--- src/rtl/uibi_pkg.sv ---
// Shared UIBI definitions: access size encodings, bus_mode codes, master FSM
// states, the captured CPU request payload and small decode helpers.
package uibi_pkg;

  localparam int unsigned UIBI_XLEN = 32;

  // CPU access size encoding
  typedef enum logic [1:0] {
    SIZE_BYTE = 2'b00,
    SIZE_HALF = 2'b01,
    SIZE_WORD = 2'b10,
    SIZE_ILL  = 2'b11
  } size_e;

  // bus_mode lane-enable style codes
  localparam logic [2:0] MODE_BYTE = 3'b001;
  localparam logic [2:0] MODE_HALF = 3'b011;
  localparam logic [2:0] MODE_WORD = 3'b111;

  // Master port FSM states
  typedef enum logic [1:0] {
    ST_IDLE = 2'd0,
    ST_BUS  = 2'd1,
    ST_RESP = 2'd2
  } state_e;

  // Request captured on acceptance
  typedef struct packed {
    logic [UIBI_XLEN-1:0] addr;
    logic [UIBI_XLEN-1:0] wdata;
    logic                 wen;
    logic [1:0]           size;
    logic                 sgn;
  } cpu_req_t;

  // Legal size and natural alignment
  function automatic logic access_legal(input logic [1:0] size, input logic [1:0] off);
    logic ok;
    ok = 1'b0;
    case (size_e'(size))
      SIZE_BYTE: ok = 1'b1;
      SIZE_HALF: ok = ~off[0];
      SIZE_WORD: ok = (off == 2'b00);
      default:   ok = 1'b0;
    endcase
    return ok;
  endfunction

  // Size to bus_mode code
  function automatic logic [2:0] size_to_mode(input logic [1:0] size);
    logic [2:0] m;
    m = 3'b000;
    case (size_e'(size))
      SIZE_BYTE: m = MODE_BYTE;
      SIZE_HALF: m = MODE_HALF;
      SIZE_WORD: m = MODE_WORD;
      default:   m = 3'b000;
    endcase
    return m;
  endfunction

endpackage

--- src/rtl/uibi_master_port_if.sv ---
// CPU request/response handshake plus UIBI master bus signals.
// master modport: the view of uibi_master_port.
// slave modport : the view of the CPU + bus slave environment.
//   cpu_valid/cpu_ready, cpu_addr/wdata/wen/size/signed : request
//   rsp_valid/rsp_rdata/rsp_err                         : completion
//   bus_dat_i/bus_ready (to master), bus_dat_o/addr/num/req/wen/mode (from master)
interface uibi_master_port_if #(
  parameter int unsigned XLEN        = 32,
  parameter int unsigned SLAVE_WIDTH = 4
);

  logic                    cpu_valid;
  logic                    cpu_ready;
  logic [XLEN-1:0]         cpu_addr;
  logic [XLEN-1:0]         cpu_wdata;
  logic                    cpu_wen;
  logic [1:0]              cpu_size;
  logic                    cpu_signed;

  logic                    rsp_valid;
  logic [XLEN-1:0]         rsp_rdata;
  logic                    rsp_err;

  logic [XLEN-1:0]         bus_dat_i;
  logic [XLEN-1:0]         bus_dat_o;
  logic [XLEN-SLAVE_WIDTH-1:0] bus_addr;
  logic [SLAVE_WIDTH-1:0]  bus_num;
  logic                    bus_req;
  logic                    bus_wen;
  logic [2:0]              bus_mode;
  logic                    bus_ready;

  modport master (
    input  cpu_valid, cpu_addr, cpu_wdata, cpu_wen, cpu_size, cpu_signed,
    output cpu_ready, rsp_valid, rsp_rdata, rsp_err,
    input  bus_dat_i, bus_ready,
    output bus_dat_o, bus_addr, bus_num, bus_req, bus_wen, bus_mode
  );

  modport slave (
    output cpu_valid, cpu_addr, cpu_wdata, cpu_wen, cpu_size, cpu_signed,
    input  cpu_ready, rsp_valid, rsp_rdata, rsp_err,
    output bus_dat_i, bus_ready,
    input  bus_dat_o, bus_addr, bus_num, bus_req, bus_wen, bus_mode
  );

endinterface

--- src/rtl/uibi_lane_align.sv ---
// Combinational byte-lane alignment shared by UIBI masters.
//   i_size/i_off/i_signed : access size, byte offset, sign-extend loads
//   i_wdata -> o_wlane_c  : right-aligned store data placed on its lanes
//   i_rdata -> o_rdata_c  : bus word shifted down, masked and extended
module uibi_lane_align
  import uibi_pkg::*;
#(
  parameter int unsigned XLEN = 32
) (
  input  logic [1:0]      i_size,
  input  logic [1:0]      i_off,
  input  logic            i_signed,
  input  logic [XLEN-1:0] i_wdata,
  input  logic [XLEN-1:0] i_rdata,
  output logic [XLEN-1:0] o_wlane_c,
  output logic [XLEN-1:0] o_rdata_c
);

  logic [4:0]      w_sh;
  logic [XLEN-1:0] w_rshift;

  assign w_sh     = {i_off, 3'b000};
  assign w_rshift = i_rdata >> w_sh;

  // Truncate before shifting so unused lanes stay zero
  always_comb begin
    o_wlane_c = '0;
    o_rdata_c = '0;
    case (size_e'(i_size))
      SIZE_BYTE: begin
        o_wlane_c = XLEN'(i_wdata[7:0]) << w_sh;
        o_rdata_c = {{(XLEN-8){i_signed & w_rshift[7]}}, w_rshift[7:0]};
      end
      SIZE_HALF: begin
        o_wlane_c = XLEN'(i_wdata[15:0]) << w_sh;
        o_rdata_c = {{(XLEN-16){i_signed & w_rshift[15]}}, w_rshift[15:0]};
      end
      SIZE_WORD: begin
        o_wlane_c = i_wdata << w_sh;
        o_rdata_c = w_rshift;
      end
      default: begin
        o_wlane_c = '0;
        o_rdata_c = '0;
      end
    endcase
  end

endmodule

--- src/rtl/uibi_master_port.sv ---
// UIBI master port: accepts one CPU load/store at a time, runs it on the
// UIBI bus with a timeout, and returns a one-cycle response pulse.
//   clk, rst_n : clock, synchronous active-low reset
//   u_if       : CPU request/response and UIBI bus signals (master view)
module uibi_master_port
  import uibi_pkg::*;
#(
  parameter int unsigned XLEN        = 32,
  parameter int unsigned SLAVE_WIDTH = 4,
  parameter int unsigned TIMEOUT     = 255
) (
  input  logic               clk,
  input  logic               rst_n,
  uibi_master_port_if.master u_if
);

  localparam int unsigned AW    = XLEN - SLAVE_WIDTH;
  localparam int unsigned CNT_W = (TIMEOUT > 255) ? $clog2(TIMEOUT + 1) : 8;
  localparam logic [CNT_W-1:0] CNT_LAST = CNT_W'(TIMEOUT - 1);

  state_e           r_state;
  state_e           w_state_nxt;
  cpu_req_t         r_req;
  cpu_req_t         w_req_sel;
  logic [CNT_W-1:0] r_cnt;
  logic [CNT_W-1:0] w_cnt_nxt;

  logic             w_accept;
  logic             w_err_nxt;
  logic [XLEN-1:0]  w_rdata_nxt;
  logic [XLEN-1:0]  w_wlane;
  logic [XLEN-1:0]  w_load;

  logic             r_cpu_ready;
  logic             r_rsp_valid;
  logic             r_rsp_err;
  logic [XLEN-1:0]  r_rsp_rdata;
  logic             r_bus_req;
  logic             r_bus_wen;
  logic [2:0]       r_bus_mode;
  logic [SLAVE_WIDTH-1:0] r_bus_num;
  logic [AW-1:0]    r_bus_addr;
  logic [XLEN-1:0]  r_bus_dat_o;

  // Live CPU inputs while idle (the accept cycle), captured request otherwise
  always_comb begin
    w_req_sel = r_req;
    if (r_state == ST_IDLE) begin
      w_req_sel.addr  = u_if.cpu_addr;
      w_req_sel.wdata = u_if.cpu_wdata;
      w_req_sel.wen   = u_if.cpu_wen;
      w_req_sel.size  = u_if.cpu_size;
      w_req_sel.sgn   = u_if.cpu_signed;
    end
  end

  uibi_lane_align #(.XLEN(XLEN)) u_lane_align (
    .i_size    (w_req_sel.size),
    .i_off     (w_req_sel.addr[1:0]),
    .i_signed  (w_req_sel.sgn),
    .i_wdata   (w_req_sel.wdata),
    .i_rdata   (u_if.bus_dat_i),
    .o_wlane_c (w_wlane),
    .o_rdata_c (w_load)
  );

  // State register
  always_ff @(posedge clk) begin
    if (!rst_n) r_state <= ST_IDLE;
    else        r_state <= w_state_nxt;
  end

  // Next state, response payload and timeout counter
  always_comb begin
    w_state_nxt = r_state;
    w_accept    = 1'b0;
    w_err_nxt   = 1'b0;
    w_rdata_nxt = '0;
    w_cnt_nxt   = '0;
    unique case (r_state)
      ST_IDLE: begin
        if (u_if.cpu_valid) begin
          w_accept = 1'b1;
          if (access_legal(u_if.cpu_size, u_if.cpu_addr[1:0])) begin
            w_state_nxt = ST_BUS;
          end else begin
            w_state_nxt = ST_RESP;
            w_err_nxt   = 1'b1;
          end
        end
      end
      ST_BUS: begin
        // Ready wins over timeout on the final allowed cycle
        if (u_if.bus_ready) begin
          w_state_nxt = ST_RESP;
          w_rdata_nxt = r_req.wen ? '0 : w_load;
        end else if (r_cnt == CNT_LAST) begin
          w_state_nxt = ST_RESP;
          w_err_nxt   = 1'b1;
        end else begin
          w_cnt_nxt = r_cnt + CNT_W'(1);
        end
      end
      ST_RESP: w_state_nxt = ST_IDLE;
      default: w_state_nxt = ST_IDLE;
    endcase
  end

  // Captured request and registered outputs, all derived from the next state
  always_ff @(posedge clk) begin
    if (!rst_n) begin
      r_req       <= '0;
      r_cnt       <= '0;
      r_cpu_ready <= 1'b1;
      r_rsp_valid <= 1'b0;
      r_rsp_err   <= 1'b0;
      r_rsp_rdata <= '0;
      r_bus_req   <= 1'b0;
      r_bus_wen   <= 1'b0;
      r_bus_mode  <= '0;
      r_bus_num   <= '0;
      r_bus_addr  <= '0;
      r_bus_dat_o <= '0;
    end else begin
      if (w_accept) r_req <= w_req_sel;
      r_cnt       <= w_cnt_nxt;
      r_cpu_ready <= (w_state_nxt == ST_IDLE);
      r_rsp_valid <= (w_state_nxt == ST_RESP);
      r_rsp_err   <= w_err_nxt;
      r_rsp_rdata <= w_rdata_nxt;
      if (w_state_nxt == ST_BUS) begin
        r_bus_req   <= 1'b1;
        r_bus_wen   <= w_req_sel.wen;
        r_bus_mode  <= size_to_mode(w_req_sel.size);
        r_bus_num   <= w_req_sel.addr[XLEN-1 -: SLAVE_WIDTH];
        r_bus_addr  <= w_req_sel.addr[AW-1:0];
        // Loads carry no write data
        r_bus_dat_o <= w_req_sel.wen ? w_wlane : '0;
      end else begin
        r_bus_req   <= 1'b0;
        r_bus_wen   <= 1'b0;
        r_bus_mode  <= '0;
        r_bus_num   <= '0;
        r_bus_addr  <= '0;
        r_bus_dat_o <= '0;
      end
    end
  end

  assign u_if.cpu_ready = r_cpu_ready;
  assign u_if.rsp_valid = r_rsp_valid;
  assign u_if.rsp_err   = r_rsp_err;
  assign u_if.rsp_rdata = r_rsp_rdata;
  assign u_if.bus_req   = r_bus_req;
  assign u_if.bus_wen   = r_bus_wen;
  assign u_if.bus_mode  = r_bus_mode;
  assign u_if.bus_num   = r_bus_num;
  assign u_if.bus_addr  = r_bus_addr;
  assign u_if.bus_dat_o = r_bus_dat_o;

endmodule

--- src/flat_wrapper.sv ---
// flat-port wrapper written by rule: the top's interface ports become plain ports
module uibi_master_port_flat import uibi_pkg::*;
#(
  parameter int unsigned XLEN        = 32,
  parameter int unsigned SLAVE_WIDTH = 4,
  parameter int unsigned TIMEOUT     = 255
)
  (clk, rst_n, u_if_cpu_valid, u_if_cpu_addr, u_if_cpu_wdata, u_if_cpu_wen, u_if_cpu_size, u_if_cpu_signed, u_if_cpu_ready, u_if_rsp_valid, u_if_rsp_rdata, u_if_rsp_err, u_if_bus_dat_i, u_if_bus_ready, u_if_bus_dat_o, u_if_bus_addr, u_if_bus_num, u_if_bus_req, u_if_bus_wen, u_if_bus_mode);
  uibi_master_port_if #(.XLEN(XLEN), .SLAVE_WIDTH(SLAVE_WIDTH)) u_if_i ();
  input  logic clk;
  input  logic rst_n;
  input wire logic [$bits(u_if_i.cpu_valid)-1:0] u_if_cpu_valid;
  input wire logic [$bits(u_if_i.cpu_addr)-1:0] u_if_cpu_addr;
  input wire logic [$bits(u_if_i.cpu_wdata)-1:0] u_if_cpu_wdata;
  input wire logic [$bits(u_if_i.cpu_wen)-1:0] u_if_cpu_wen;
  input wire logic [$bits(u_if_i.cpu_size)-1:0] u_if_cpu_size;
  input wire logic [$bits(u_if_i.cpu_signed)-1:0] u_if_cpu_signed;
  output wire logic [$bits(u_if_i.cpu_ready)-1:0] u_if_cpu_ready;
  output wire logic [$bits(u_if_i.rsp_valid)-1:0] u_if_rsp_valid;
  output wire logic [$bits(u_if_i.rsp_rdata)-1:0] u_if_rsp_rdata;
  output wire logic [$bits(u_if_i.rsp_err)-1:0] u_if_rsp_err;
  input wire logic [$bits(u_if_i.bus_dat_i)-1:0] u_if_bus_dat_i;
  input wire logic [$bits(u_if_i.bus_ready)-1:0] u_if_bus_ready;
  output wire logic [$bits(u_if_i.bus_dat_o)-1:0] u_if_bus_dat_o;
  output wire logic [$bits(u_if_i.bus_addr)-1:0] u_if_bus_addr;
  output wire logic [$bits(u_if_i.bus_num)-1:0] u_if_bus_num;
  output wire logic [$bits(u_if_i.bus_req)-1:0] u_if_bus_req;
  output wire logic [$bits(u_if_i.bus_wen)-1:0] u_if_bus_wen;
  output wire logic [$bits(u_if_i.bus_mode)-1:0] u_if_bus_mode;
  assign u_if_i.cpu_valid = u_if_cpu_valid;
  assign u_if_i.cpu_addr = u_if_cpu_addr;
  assign u_if_i.cpu_wdata = u_if_cpu_wdata;
  assign u_if_i.cpu_wen = u_if_cpu_wen;
  assign u_if_i.cpu_size = u_if_cpu_size;
  assign u_if_i.cpu_signed = u_if_cpu_signed;
  assign u_if_cpu_ready = u_if_i.cpu_ready;
  assign u_if_rsp_valid = u_if_i.rsp_valid;
  assign u_if_rsp_rdata = u_if_i.rsp_rdata;
  assign u_if_rsp_err = u_if_i.rsp_err;
  assign u_if_i.bus_dat_i = u_if_bus_dat_i;
  assign u_if_i.bus_ready = u_if_bus_ready;
  assign u_if_bus_dat_o = u_if_i.bus_dat_o;
  assign u_if_bus_addr = u_if_i.bus_addr;
  assign u_if_bus_num = u_if_i.bus_num;
  assign u_if_bus_req = u_if_i.bus_req;
  assign u_if_bus_wen = u_if_i.bus_wen;
  assign u_if_bus_mode = u_if_i.bus_mode;
  uibi_master_port #(.XLEN(XLEN), .SLAVE_WIDTH(SLAVE_WIDTH), .TIMEOUT(TIMEOUT)) u_core (.clk(clk), .rst_n(rst_n), .u_if(u_if_i));
endmodule
--- config.mk ---
export PLATFORM = sky130hd
export DESIGN_NAME = uibi_master_port_flat
export DESIGN_NICKNAME = d
export VERILOG_FILES = /design/src/rtl/uibi_pkg.sv /design/src/rtl/uibi_master_port_if.sv /design/src/rtl/uibi_lane_align.sv /design/src/rtl/uibi_master_port.sv /design/src/flat_wrapper.sv
export SDC_FILE = /design/constraint.sdc
export NUM_CORES = 1
export LEC_CHECK = 0
export ABC_AREA = 1
export CAP_MARGIN = 20
export CORE_MARGIN = 4
export CORE_UTILIZATION = 40
export DETAILED_ROUTE_END_ITERATION = 6
export PLACE_DENSITY = 0.68
export SYNTH_ARGS = -nofsm -noshare
export SYNTH_HDL_FRONTEND = slang
export SYNTH_SLANG_ARGS = --single-unit
--- constraint.sdc ---
create_clock -name clk -period 4 [get_ports clk]
set_input_delay 0.8 -clock clk [delete_from_list [all_inputs] [get_ports clk]]
set_output_delay 0.8 -clock clk [all_outputs]
set_load 0.01 [all_outputs]
* Word-level counts from Yosys, hierarchy flattened
Cells that the tools add are included.
** Operators by class
- Add/subtract/negate cells :: 1
- Equality and inequality tests :: 8
- Shifts and indexed selects :: 4
- Mux-type cells :: 20
- Bitwise gates (word level) :: 6
- Reductions and logical operators :: 9
** Operator list (count)
- $pmux W32 S3 :: 2
- $mux W68 :: 1
- $shl A16 B5 Y32 :: 1
- $shl A32 B5 Y32 :: 1
- $shl A8 B5 Y32 :: 1
- $shr A32 B5 Y32 :: 1
- $logic_not A2 Y1 :: 5
- $mux W1 :: 9
- $pmux W3 S3 :: 1
- $add A8 B1 Y8 const B :: 1
- $eq A2 B1 Y1 const B :: 4
- $eq A8 B8 Y1 const B :: 1
- $mux W2 :: 4
- $reduce_or A4 Y1 :: 2
- $eq A2 B2 Y1 const B :: 3
- $not A1 Y1 :: 4
- $pmux W2 S2 :: 1
- $pmux W1 S3 :: 1
- $reduce_and A3 Y1 :: 1
- $and A1 B1 Y1 :: 2
- $pmux W1 S2 :: 1
- $reduce_and A2 Y1 :: 1
** Storage, ports and cells
- Flip-flop bits (word level) :: 182
- Bits of input ports :: 104
- Output and inout bits :: 104
- Word-level logic and storage cells :: 65

* Longest topological paths before layout
Gate-level depths: netlist (run 1).
- Depth in word-level cells :: 9
- Mapped depth :: 16
- Mapped depth without buffers :: 13

* Modules after synthesis
Synthesis (run 1) repeated with hierarchy kept, for this count alone.
** Unflattened totals
- Cells, all modules :: 1181
- Area total of the unflattened synthesis :: 8277.9 um^2
** Modules (own cells, without submodules)
- uibi_master_port :: times used 1, cells an instance 805, area each 6577.6 um^2, seq. area each 3643.5 um^2
- uibi_lane_align :: times used 1, cells an instance 376, area each 1700.4 um^2, seq. area each 0.0 um^2

* Least setup slack after synthesis (run 1)
OpenSTA, ideal clock, no wires.
- Path kind :: register to register
- Start point :: register u_core.r_state[0]
- End point :: register u_core.r_bus_dat_o[25] (netlist: u_core.u_if.bus_dat_o[25])
- Library setup time :: 117 ps
- Data arrival time :: 2459 ps
- Data required time :: 3883 ps
- Path slack :: 1424 ps
- Stages on the path, launching flop included :: 17
- Cells stage by stage :: dfxtp_1 nor2_4 buf_2 buf_2 buf_2 nand2_1 o21ai_0 inv_1 ha_1 inv_2 nand2_1 nand2_1 nor2_1 nand3_1 o21ai_0 o21ai_0 nor2_1
** RTL lines
- start: declaration :: line uibi_master_port.sv:21 : state_e r_state;
- start signal: assignment :: line uibi_master_port.sv:70 : else r_state <= w_state_nxt;
- $logic_not A2 Y1 (*) :: line uibi_master_port.sv:48 : if (r_state == ST_IDLE) begin
- $mux W68 (*) :: line uibi_master_port.sv:48
- named net u_core.u_lane_align.i_size[1] :: line uibi_lane_align.sv:10 : input logic [1:0] i_size,
- $eq A2 B2 Y1 (tied with other cells) :: line uibi_lane_align.sv:29 : case (size_e'(i_size))
- $pmux W32 S3 (*) :: line uibi_lane_align.sv:29
- end signal: assignment :: line uibi_master_port.sv:138 : r_bus_dat_o <= w_req_sel.wen ? w_wlane : '0;
- end: declaration :: line uibi_master_port.sv:43 : logic [XLEN-1:0] r_bus_dat_o;
Mark *: on every way through the listed nets, which the timed path passes. The rest lies on a longest branch.
A chain may end at the register's enable or synchronous reset.

* Worst setup path in the final report (run 1)
- Start point :: register u_core.r_state[1]
- End point :: register u_core.r_bus_dat_o[24] (netlist: u_core.u_if.bus_dat_o[24])
Same word-level chain as after synthesis.

==> results of run 1 <==
-- Yosys cell counts, types with 11 or more instances --
| master | instances | area share (%) |
|---|---|---|
| buf_2 | 30 | 2.0 |
| o21ai_0 | 81 | 5.3 |
| inv_1 | 108 | 5.3 |
| a21oi_1 | 91 | 5.9 |
| a211oi_1 | 11 | 1.1 |
| dfxtp_1 | 182 | 48 |
| o211ai_1 | 12 | 1.2 |
| clkbuf_1 | 28 | 1.4 |
| nor2_1 | 166 | 8.1 |
| o21a_1 | 11 | 1.1 |
| nand3_1 | 69 | 4.5 |
| nand2_1 | 208 | 10 |
-- path summary, 6_finish.rpt --
| path | startpoint | to | slack [ns] | cells after the start |
|---|---|---|---|---|
| worst max register to register | u_core.r_state[1]$_SDFF_PN0_ | u_core.u_if.bus_dat_o[24]$_SDFF_PN0_ | 1.10 | 12 |
| worst min-delay path | u_core.r_req[40]$_SDFFE_PN0P_ | u_core.r_req[40]$_SDFFE_PN0P_ | 0.45 | 2 |
| worst min register to register | u_core.r_req[40]$_SDFFE_PN0P_ | u_core.r_req[40]$_SDFFE_PN0P_ | 0.45 | 2 |
| worst max-delay path | u_core.r_state[1]$_SDFF_PN0_ | u_core.u_if.bus_dat_o[24]$_SDFF_PN0_ | 1.10 | 12 |
-- critical path, delay by kind of cell (launching register included) --
family,cells,cell delay [ns]
buffers and inverters,2,0.28
adders and majority gates,1,0.25
DFF,1,0.35
and+or+nand+nor,6,1.47
AOI/OAI and AO/OA,3,0.48
-- sequential cells by signal (all words and copies together) (netlist names), 2 cells and up --
signal and cells:
u_core.u_if.rsp_rdata 32, u_core.u_if.bus_dat_o 32, u_core.u_if.bus_num 4, u_core.r_req 68, u_core.u_if.bus_mode 3, u_core.r_state 2, u_core.u_if.bus_addr 28, u_core.r_cnt 8
-- layout make-up --
cell class              instances  area, um^2
fillers                      1806        8320
flip-flops and latches        182        3640
clock buffers                  18         439
repair buffers                219        2170
multi-input cells             698        3310
well taps                     234         293
inverters                     110         413
clock inverters                14         186
-- metal layers --
metal	vias to the layer above	track usage [%]	routed length, um
met5	-	0	13
met1	3240	26.2	9930
met2	237	31.9	9680
li1	3750	-	-
met3	27	7.23	1860
met4	2	5.93	375
-- cells by family (layout without fill, tap and decap cells) --
family / Yosys count / count (layout) / synth area share [%]
XOR/XNOR: 3 / 3 / 0.343
AND/OR/NAND/NOR: 463 / 463 / 24.7
buffers and inverters: 175 / 361 / 9.45
flip-flops: 182 / 182 / 47.5
AO/OA/AOI/OAI: 225 / 225 / 16.8
adder cells (fa/ha/maj): 7 / 7 / 1.14
-- report_power, final --
| group | switching [W] | internal [W] |
|---|---|---|
| clock network | 0.000752 | 0.00102 |
| registers | 0.0000321 | 0.00190 |
| logic | 0.000525 | 0.000334 |
-- per-stage QoR --
stage                     instances  total power [W]  setup WS, ns  instance area [um^2]
final                          1475          0.00457          1.10                 10500
after global placement         1443          0.00282         0.796                  9830
after CTS                      1475          0.00461          1.10                 10500
after detailed placement       1443          0.00283         0.667                  9830
after global routing           1475          0.00480         0.741                 10500
after floorplan                1055          0.00253          1.42                  7670
==> reports/metrics.csv, run 1 <==
stage,metric,value,unit
run_status,outcome,finished clean,
timing,clock.fmax,344,MHz
clock_network,htree_levels,4,
floorplanning,fp.dieH,146,um
global_routing,grt_overflow_total,0,
layout,drive_above_1_share,5.08,%
timing,max-slew-margin-rel,41.2,%
critical_path,setup.worst_path.end_class,flop,
logic_synthesis,syn_avg_cell_area,7.27,um^2
layout,n_antenna_cell,0,
detailed_routing,firstDrtPassIters,5,
timing,setup-tns-final,0,ns
floorplanning,num_rows,50,
clock_network,hold_buffers,0,
detailed_routing,vias,7256,
logic_synthesis,synth-async-reset-ratio,0,%
critical_path,cp.required,4.35,ns
power_and_ir_drop,power_density,437,nW/um^2
global_routing,grt_pass1_vias,6762,
logic_synthesis,synthesis.nets,1166,
layout,final_util,55.7,%
floorplanning,core_area,18800,um^2
logic_synthesis,ys_types,32,
clock_network,insertion_delay,0.42,ns
critical_path,critical_path.slowest_cell,nor2_4,
timing,min_period_over_period,72.6,%
critical_path,crit_path_start_kind,flop,
place,dp_hpwl,15300,um
logic_synthesis,seq_area_frac_synth,47.5,%
clock_network,clkSinkCount,182,
critical_path,path_cells,nor2_4 -> o21ai_0 -> inv_1 -> ha_1 -> inv_2 -> nand2_1 -> nand2_1 -> nor2_1 -> nand3_1 -> o211ai_1 -> o21ai_0 -> nor2_1,
detailed_routing,drtAntennaViolNets,0,
clock_network,clkTransAtPathRegs,0.07,ns
global_routing,grt_pass1_wl,35500,um
place,portBuffers,207,
power_and_ir_drop,power_leakage,4.49,nW
detailed_routing,wl,21900,um
clock_network,root_buffer,clkbuf_16,
clock_network,cts_setup_buffers,0,
logic_synthesis,synth_edf_count,0,
timing,setup_viol,0,
detailed_routing,drt_iter0_markers,423,
critical_path,arrival,3.26,ns
floorplanning,die_area,21400,um^2
min_path,hp-class,flop to flop,
layout,nNetsFinal,1339,
detailed_routing,vias_per_cell,4.92,
detailed_routing,wire_per_inst,14.8,um
timing,hold_slack,0.453,ns
layout,final_cell_mix,"206 x nand2_1, 206 x clkdlybuf4s50_1, 182 x dfxtp_1, 166 x nor2_1, 108 x inv_1",
logic_synthesis,yosys_register_bits,182,
logic_synthesis,ys.flop_type,dfxtp_1,
floorplanning,ios,208,
timing,hold_viol_final,0,
timing,worstMarginPinSlew,0.882,ns
critical_path,path_class,flop to flop,
flow_run,maxCapViolCount,0,
timing,rsz0062_at_grt,false,
global_routing,track_usage,20.2,%
logic_synthesis,ys_warn_count,0,
clock_network,numCtsBuffers,17,
critical_path,cp_max_fo,26,
global_routing,grt_max_degree,77,
floorplanning,die_w,146,um
clock_network,cts_tree,yes,
clock_network,ctsResizeCount,0,
global_routing,antenna_found_initial,1,
logic_synthesis,syn_inst,1055,
timing,drv_slew,0,
timing,min_period,2.90,ns
critical_path,critPathMaxStageDelay,0.49,ns
floorplanning,start_util,40.8,%
place,routabilityCongestion,0.824,
logic_synthesis,synth_area,7670,um^2
timing,clock_skew,0.00763,ns
clock_network,clk_path_buf_depth,2,
layout,area_delta_synth_final,36.3,%
detailed_routing,drc,0,
power_and_ir_drop,max-vdd-ir-drop,315,uV
Power figures use the tool's default switching activity.
==> run 2, diff against run 1 <==
- PLACE_DENSITY: 0.68 -> 0.71
- clock period: 4 -> 2.45 ns (I/O delays scaled with it)
==> run 2 against run 1 <==
  * Design area is 2.4% higher
  * Combinational power up 72%
  * Fmax increased by 37%
  * Total power is 60% higher
  * Sequential share of layout area decreased by 0.81 points
  * Utilization grew 1.3 points
  * Setup slack got worse by 0.77 ns
  * Clock power increased by 51%
  * Cell count is 1.9% higher
  * Non-clock buffer count rose by 26
  * Die area unchanged
  * Critical path type unchanged
==> reports/metrics.csv, run 2 (synthesis results as in run 1) <==
stage,metric,value,unit,change
critical_path,worstReg2RegStart,u_core.r_state[1]$_SDFF_PN0_,,unchanged
clock_network,ctsResizeCount,0,,unchanged
clock_network,numCtsBuffers,17,,unchanged
timing,hold_slack,0.452,ns,was 0.453 ns
global_routing,grt_max_degree,77,,unchanged
run_status,outcome,finished clean,,unchanged
floorplanning,fp.dieH,146,um,unchanged
global_routing,grt_pass1_vias,6695,,"was 6,762"
critical_path,path_class,flop to flop,,unchanged
detailed_routing,vias,7376,,"was 7,256"
clock_network,root_buffer,clkbuf_16,,unchanged
layout,final_common_cell,clkdlybuf4s50_1,,
min_path,min-delay-start,u_core.r_req[41]$_SDFFE_PN0P_,,was u_core.r_req[40]$_SDFFE_PN0P_
detailed_routing,vias_per_cell,4.91,,was 4.92
timing,min_period_over_period,86.7,%,was 72.6%
critical_path,cp.required,2.83,ns,was 4.35 ns
layout,largest_reg_flops,68,,unchanged
min_path,hp-class,flop to flop,,unchanged
power_and_ir_drop,p_total,0.00732,W,was 0.00457 W
power_and_ir_drop,max-vdd-ir-drop,556,uV,was 315 uV
critical_path,arrival,2.50,ns,was 3.26 ns
clock_network,cts_setup_buffers,0,,unchanged
floorplanning,core_area,18800,um^2,unchanged
timing,min_period,2.13,ns,was 2.90 ns
layout,nNetsFinal,1365,,"was 1,339"
timing,hold_viol_final,0,,unchanged
layout,fill_cells,1774,,"was 1,806"
timing,setup-tns-final,0,ns,unchanged
detailed_routing,firstDrtPassIters,5,,unchanged
detailed_routing,drtAntennaViolNets,0,,unchanged
layout,multi_input_area,3310,um^2,about the same
timing,clock_skew,0.0112,ns,was 0.00763 ns
layout,final_util,57.0,%,was 55.7%
layout,regArea,3640,um^2,unchanged
flow_run,maxCapViolCount,0,,unchanged
clock_network,hold_buffers,0,,unchanged
global_routing,track_usage,19.8,%,was 20.2%
global_routing,grt_overflow_total,0,,unchanged
critical_path,crit_start,u_core.r_state[1]$_SDFF_PN0_,,unchanged
layout,drive_above_1_share,7.10,%,was 5.08%
clock_network,htree_levels,4,,unchanged
clock_network,clkSinkCount,182,,unchanged
floorplanning,die_w,146,um,unchanged
timing,drv_slew,0,,unchanged
timing,worstMarginPinSlew,0.543,ns,was 0.882 ns
critical_path,setup.worst_path.end_class,flop,,unchanged
timing,rsz0062_at_grt,false,,unchanged
layout,regMostFlops,u_core.r_req,,unchanged
clock_network,insertion_delay,0.43,ns,was 0.42 ns
place,portBuffers,207,,unchanged
layout,final_cell_mix,"206 x clkdlybuf4s50_1, 205 x nand2_1, 182 x dfxtp_1, 166 x nor2_1, 108 x inv_1",,"was 206 x nand2_1, 206 x clkdlybuf4s50_1, 182 x dfxtp_1, 166 x nor2_1, 108 x inv_1"
power_and_ir_drop,power_density,684,nW/um^2,was 437 nW/um^2
floorplanning,start_util,40.8,%,unchanged
power_and_ir_drop,power_leakage,4.64,nW,was 4.49 nW
detailed_routing,drt_iter0_markers,452,,was 423
place,routabilityCongestion,0.851,,was 0.824
global_routing,antenna_found_initial,3,,was 1
clock_network,clk_path_buf_depth,2,,unchanged
floorplanning,ios,208,,unchanged
detailed_routing,wl,21500,um,"was 21,900 um"
clock_network,cts_tree,yes,,unchanged
layout,area_delta_synth_final,39.6,%,was 36.3%
detailed_routing,wire_per_inst,14.3,um,was 14.8 um
timing,clock.fmax,471,MHz,was 344 MHz
global_routing,grt_pass1_wl,34800,um,"was 35,500 um"
timing,max-slew-margin-rel,63.4,%,was 41.2%
layout,fin_area,10700,um^2,"was 10,500 um^2"
critical_path,crit_path_start_kind,flop,,unchanged
clock_network,clkTransAtPathRegs,0.08,ns,was 0.07 ns
floorplanning,num_rows,50,,unchanged
place,dp_hpwl,15400,um,"was 15,300 um"
place,placed_cell_area,10100,um^2,was 9830 um^2
floorplanning,die_area,21400,um^2,unchanged
critical_path,cp_max_fo,50,,was 26
detailed_routing,drc,0,,unchanged
timing,setup_viol,0,,unchanged
run 2: area by class of cell:
class | instances | share of cell area [%]
multi-input cells | 698 | 30.9
diodes | 2 | 0.0468
well taps | 234 | 2.74
clock inverters | 15 | 1.49
flip-flops and latches | 182 | 34.1
clock buffers | 17 | 3.98
repair buffers | 245 | 22.9
inverters | 110 | 3.86
run 2: worst paths after layout:
kind	end	slack [ns]	depth (start not counted)
max	u_core.u_if.rsp_rdata[16]$_SDFF_PP0_	0.32	11
min	u_core.r_req[41]$_SDFFE_PN0P_	0.45	2
max reg2reg	u_core.u_if.rsp_rdata[16]$_SDFF_PP0_	0.32	11
min reg2reg	u_core.r_req[41]$_SDFFE_PN0P_	0.45	2
run 2: worst max-delay path, stage by stage, from the launching register on:
cell	delay, ns
dfxtp_1	0.36
nor2_4	0.15
buf_4	0.44
nand2_1	0.22
nand2_2	0.14
buf_4	0.26
nand2_1	0.08
o21ai_0	0.13
nand2_1	0.09
nand3_1	0.09
nand2_1	0.05
inv_1	0.06
run 2: stage by stage:
stage / setup slack [ns] / cells
6_report: 0.325 / 1503
5_1_grt: 0.0379 / 1502
4_1_cts: 0.262 / 1501
2_1_floorplan: 0.00180 / 1055
3_3_place_gp: -0.0250 / 1469
3_5_place_dp: -0.0703 / 1469
run 2: per-layer routing:
layer  global-route usage [%]  vias up  routed length (um)  part of all wire (%)
met3                     7.36       33                2040                   9.4
met2                     30.7      277                9550                    44
met1                     25.7     3272                9560                    44
li1                         -     3790                   -                     -
met5                        0        -                  22                  0.10
met4                     6.26        4                 366                   1.7
run 2: power breakdown:
group / internal [W] / total (W) / switching [W]
combinational: 0.000618 / 0.00148 / 0.000866
sequential: 0.00311 / 0.00316 / 0.0000503
clock: 0.00136 / 0.00268 / 0.00132
==> run 3, diff against run 2 <==
- CORE_MARGIN: 4 -> 8
==> run 3 against run 2 <==
  * Die area is 11% higher
  * Wire length rose by 5.6%
  * First-iteration DRC count shrank 6.9%
  * Design area is 0.10% higher
  * Clock skew is essentially flat
  * Sequential share of layout area about the same
==> reports/metrics.csv, run 3 (synthesis results as in run 1) <==
stage,metric,value,unit,change
min_path,min-delay-start,u_core.r_req[53]$_SDFFE_PN0P_,,was u_core.r_req[41]$_SDFFE_PN0P_
clock_network,ctsResizeCount,0,,unchanged
power_and_ir_drop,p_clk_share,36.6,%,about the same
layout,largest_reg_flops,68,,unchanged
clock_network,clk_path_buf_depth,2,,unchanged
detailed_routing,vias,7405,,"was 7,376"
detailed_routing,firstDrtPassIters,7,,was 5
timing,min_period_over_period,85.8,%,was 86.7%
detailed_routing,wire_per_inst,15.1,um,was 14.3 um
layout,final_common_cell,clkdlybuf4s50_1,,unchanged
critical_path,critPathMaxStageDelay,0.42,ns,was 0.44 ns
power_and_ir_drop,power_leakage,4.65,nW,was 4.64 nW
layout,nNetsFinal,1367,,"was 1,365"
global_routing,track_usage,18.8,%,was 19.8%
detailed_routing,wl,22700,um,"was 21,500 um"
clock_network,root_buffer,clkbuf_16,,unchanged
power_and_ir_drop,p_sw,0.00225,W,was 0.00223 W
detailed_routing,vias_per_cell,4.93,,was 4.91
global_routing,grt_pass1_wl,36100,um,"was 34,800 um"
timing,clock.fmax,476,MHz,was 471 MHz
power_and_ir_drop,max-vdd-ir-drop,537,uV,was 556 uV
floorplanning,core_area,18800,um^2,unchanged
detailed_routing,met2_length,10000,um,was 9550 um
detailed_routing,drt_iter0_markers,421,,was 452
critical_path,path_class,flop to flop,,unchanged
clock_network,insertion_delay,0.43,ns,about the same
floorplanning,die_w,154,um,was 146 um
clock_network,clkSinkCount,182,,unchanged
timing,drv_slew,0,,unchanged
critical_path,arrival,2.47,ns,was 2.50 ns
timing,max-slew-margin-rel,59.9,%,was 63.4%
critical_path,crit_start,u_core.r_state[1]$_SDFF_PN0_,,unchanged
min_path,hp-class,flop to flop,,unchanged
power_and_ir_drop,power_frac_seq,43.0,%,was 43.1%
layout,final_util,57.1,%,was 57.0%
clock_network,hold_buffers,0,,unchanged
layout,area_delta_synth_final,39.7,%,was 39.6%
place,dp.cells,1471,,"was 1,469"
floorplanning,die_area,23900,um^2,"was 21,400 um^2"
critical_path,critical_path.slowest_cell,dfxtp_1,,was buf_4
run_status,outcome,finished clean,,unchanged
critical_path,worstReg2RegStart,u_core.r_state[1]$_SDFF_PN0_,,unchanged
place,place_ws,-0.0885,ns,was -0.0703 ns
detailed_routing,met3_length,2210,um,was 2040 um
detailed_routing,drc,0,,unchanged
timing,rsz0062_at_grt,false,,unchanged
timing,setup-tns-final,0,ns,unchanged
critical_path,cp_max_fo,8,,was 50
timing,hold_viol_final,0,,unchanged
clock_network,cts_setup_buffers,0,,unchanged
layout,regMostFlops,u_core.r_req,,unchanged
critical_path,crit_path_start_kind,flop,,unchanged
flow_run,maxCapViolCount,0,,unchanged
power_and_ir_drop,power.switching_fraction,30.6,%,was 30.5%
floorplanning,start_util,40.8,%,unchanged
power_and_ir_drop,comb_power_share,20.4,%,was 20.3%
detailed_routing,route.top_layer_used,met5,,unchanged
critical_path,cp.required,2.82,ns,was 2.83 ns
critical_path,path_cells,nor2_4 -> o21ai_0 -> inv_1 -> ha_1 -> nor3_1 -> nand3_2 -> a21oi_2 -> and3_1,,was nor2_4 -> buf_4 -> nand2_1 -> nand2_2 -> buf_4 -> nand2_1 -> o21ai_0 -> nand2_1 -> nand3_1 -> nand2_1 -> inv_1
global_routing,grt_pass1_vias,6864,,"was 6,695"
layout,instances_no_fill,1503,,unchanged
detailed_routing,drtAntennaViolNets,0,,unchanged
floorplanning,fp.dieH,154,um,was 146 um
floorplanning,num_rows,50,,unchanged
layout,drive_above_1_share,7.33,%,was 7.10%
global_routing,antenna_found_initial,2,,was 3
layout,n_antenna_cell,0,,was 2
floorplanning,ios,208,,unchanged
clock_network,htree_levels,4,,unchanged
timing,setup_viol,0,,unchanged
layout,final_cell_mix,"206 x clkdlybuf4s50_1, 204 x nand2_1, 182 x dfxtp_1, 166 x nor2_1, 108 x inv_1",,"was 206 x clkdlybuf4s50_1, 205 x nand2_1, 182 x dfxtp_1, 166 x nor2_1, 108 x inv_1"
place,dp_hpwl,16400,um,"was 15,400 um"
place,portBuffers,207,,unchanged
critical_path,setup.worst_path.end_class,flop,,unchanged
power_and_ir_drop,p_int,0.00509,W,about the same
place,routabilityCongestion,0.886,,was 0.851
timing,min_period,2.10,ns,was 2.13 ns
detailed_routing,met1_length,10200,um,was 9560 um
global_routing,grt_overflow_total,0,,unchanged
timing,worstMarginPinSlew,0.595,ns,was 0.543 ns
clock_network,cts_tree,yes,,unchanged
clock_network,clkTransAtPathRegs,0.08,ns,about the same
power_and_ir_drop,power_density,686,nW/um^2,was 684 nW/um^2
global_routing,grt_max_degree,77,,unchanged
clock_network,numCtsBuffers,17,,unchanged
timing,clock_skew,0.0112,ns,about the same
timing,timing.final.ws_setup,0.348,ns,was 0.325 ns
run 3: cell count changes in the layout (fill, tap and decap cells not counted), sizes merged:
cell	change
diode	-2
clkinvlp	-1
inv	+1
buf	+2
run 3: routing by layer:
layer	GRT usage, %	vias to the layer above
li1	-	3804
met4	5.69	4
met1	23.8	3273
met5	0	-
met3	7.24	31
met2	28.9	293
run 3: power groups by stage:
stage | clock network [W] | registers (W) | logic, W
final | 0.00269 | 0.00316 | 0.00150
after global routing | 0.00289 | 0.00317 | 0.00166
after CTS | 0.00275 | 0.00316 | 0.00150
after detailed placement | 0 | 0.00323 | 0.00149
after global placement | 0 | 0.00322 | 0.00148
after floorplan | 0 | 0.00324 | 0.000896
run 3: worst max-delay path: cells and delay by family (launching register included):
kind | cells | cell delay [ns]
adders and majority gates | 1 | 0.23
DFF | 1 | 0.42
and+or+nand+nor | 4 | 0.65
buffers and inverters | 1 | 0.14
AOI/OAI and AO/OA | 2 | 0.62
run 3: metrics by stage:
stage / total power (W) / area (um^2) / hold slack, ns
after global routing: 0.00773 / 10700 / 0.475
final: 0.00734 / 10700 / 0.451
after CTS: 0.00740 / 10700 / 0.455
after detailed placement: 0.00472 / 10100 / 0.443
after floorplan: 0.00414 / 7670 / 0.430
after global placement: 0.00470 / 10100 / 0.436
run 3: worst paths after layout:
kind	to	slack (ns)	cells past startpoint
worst max-delay path	u_core.u_if.rsp_rdata[7]$_SDFF_PP0_	0.35	8
worst min-delay path	u_core.r_req[53]$_SDFFE_PN0P_	0.45	2
worst max register to register	u_core.u_if.rsp_rdata[7]$_SDFF_PP0_	0.35	8
worst min register to register	u_core.r_req[53]$_SDFFE_PN0P_	0.45	2
run 3: area by class of cell:
type                       count  area (um^2)
clock buffer                  17          425
clock inverter                15          158
sequential                   182         3640
fill                        1753         8060
inverter                     110          413
multi-input combinational    698         3310
tap                          234          293
timing repair buffer         247         2470
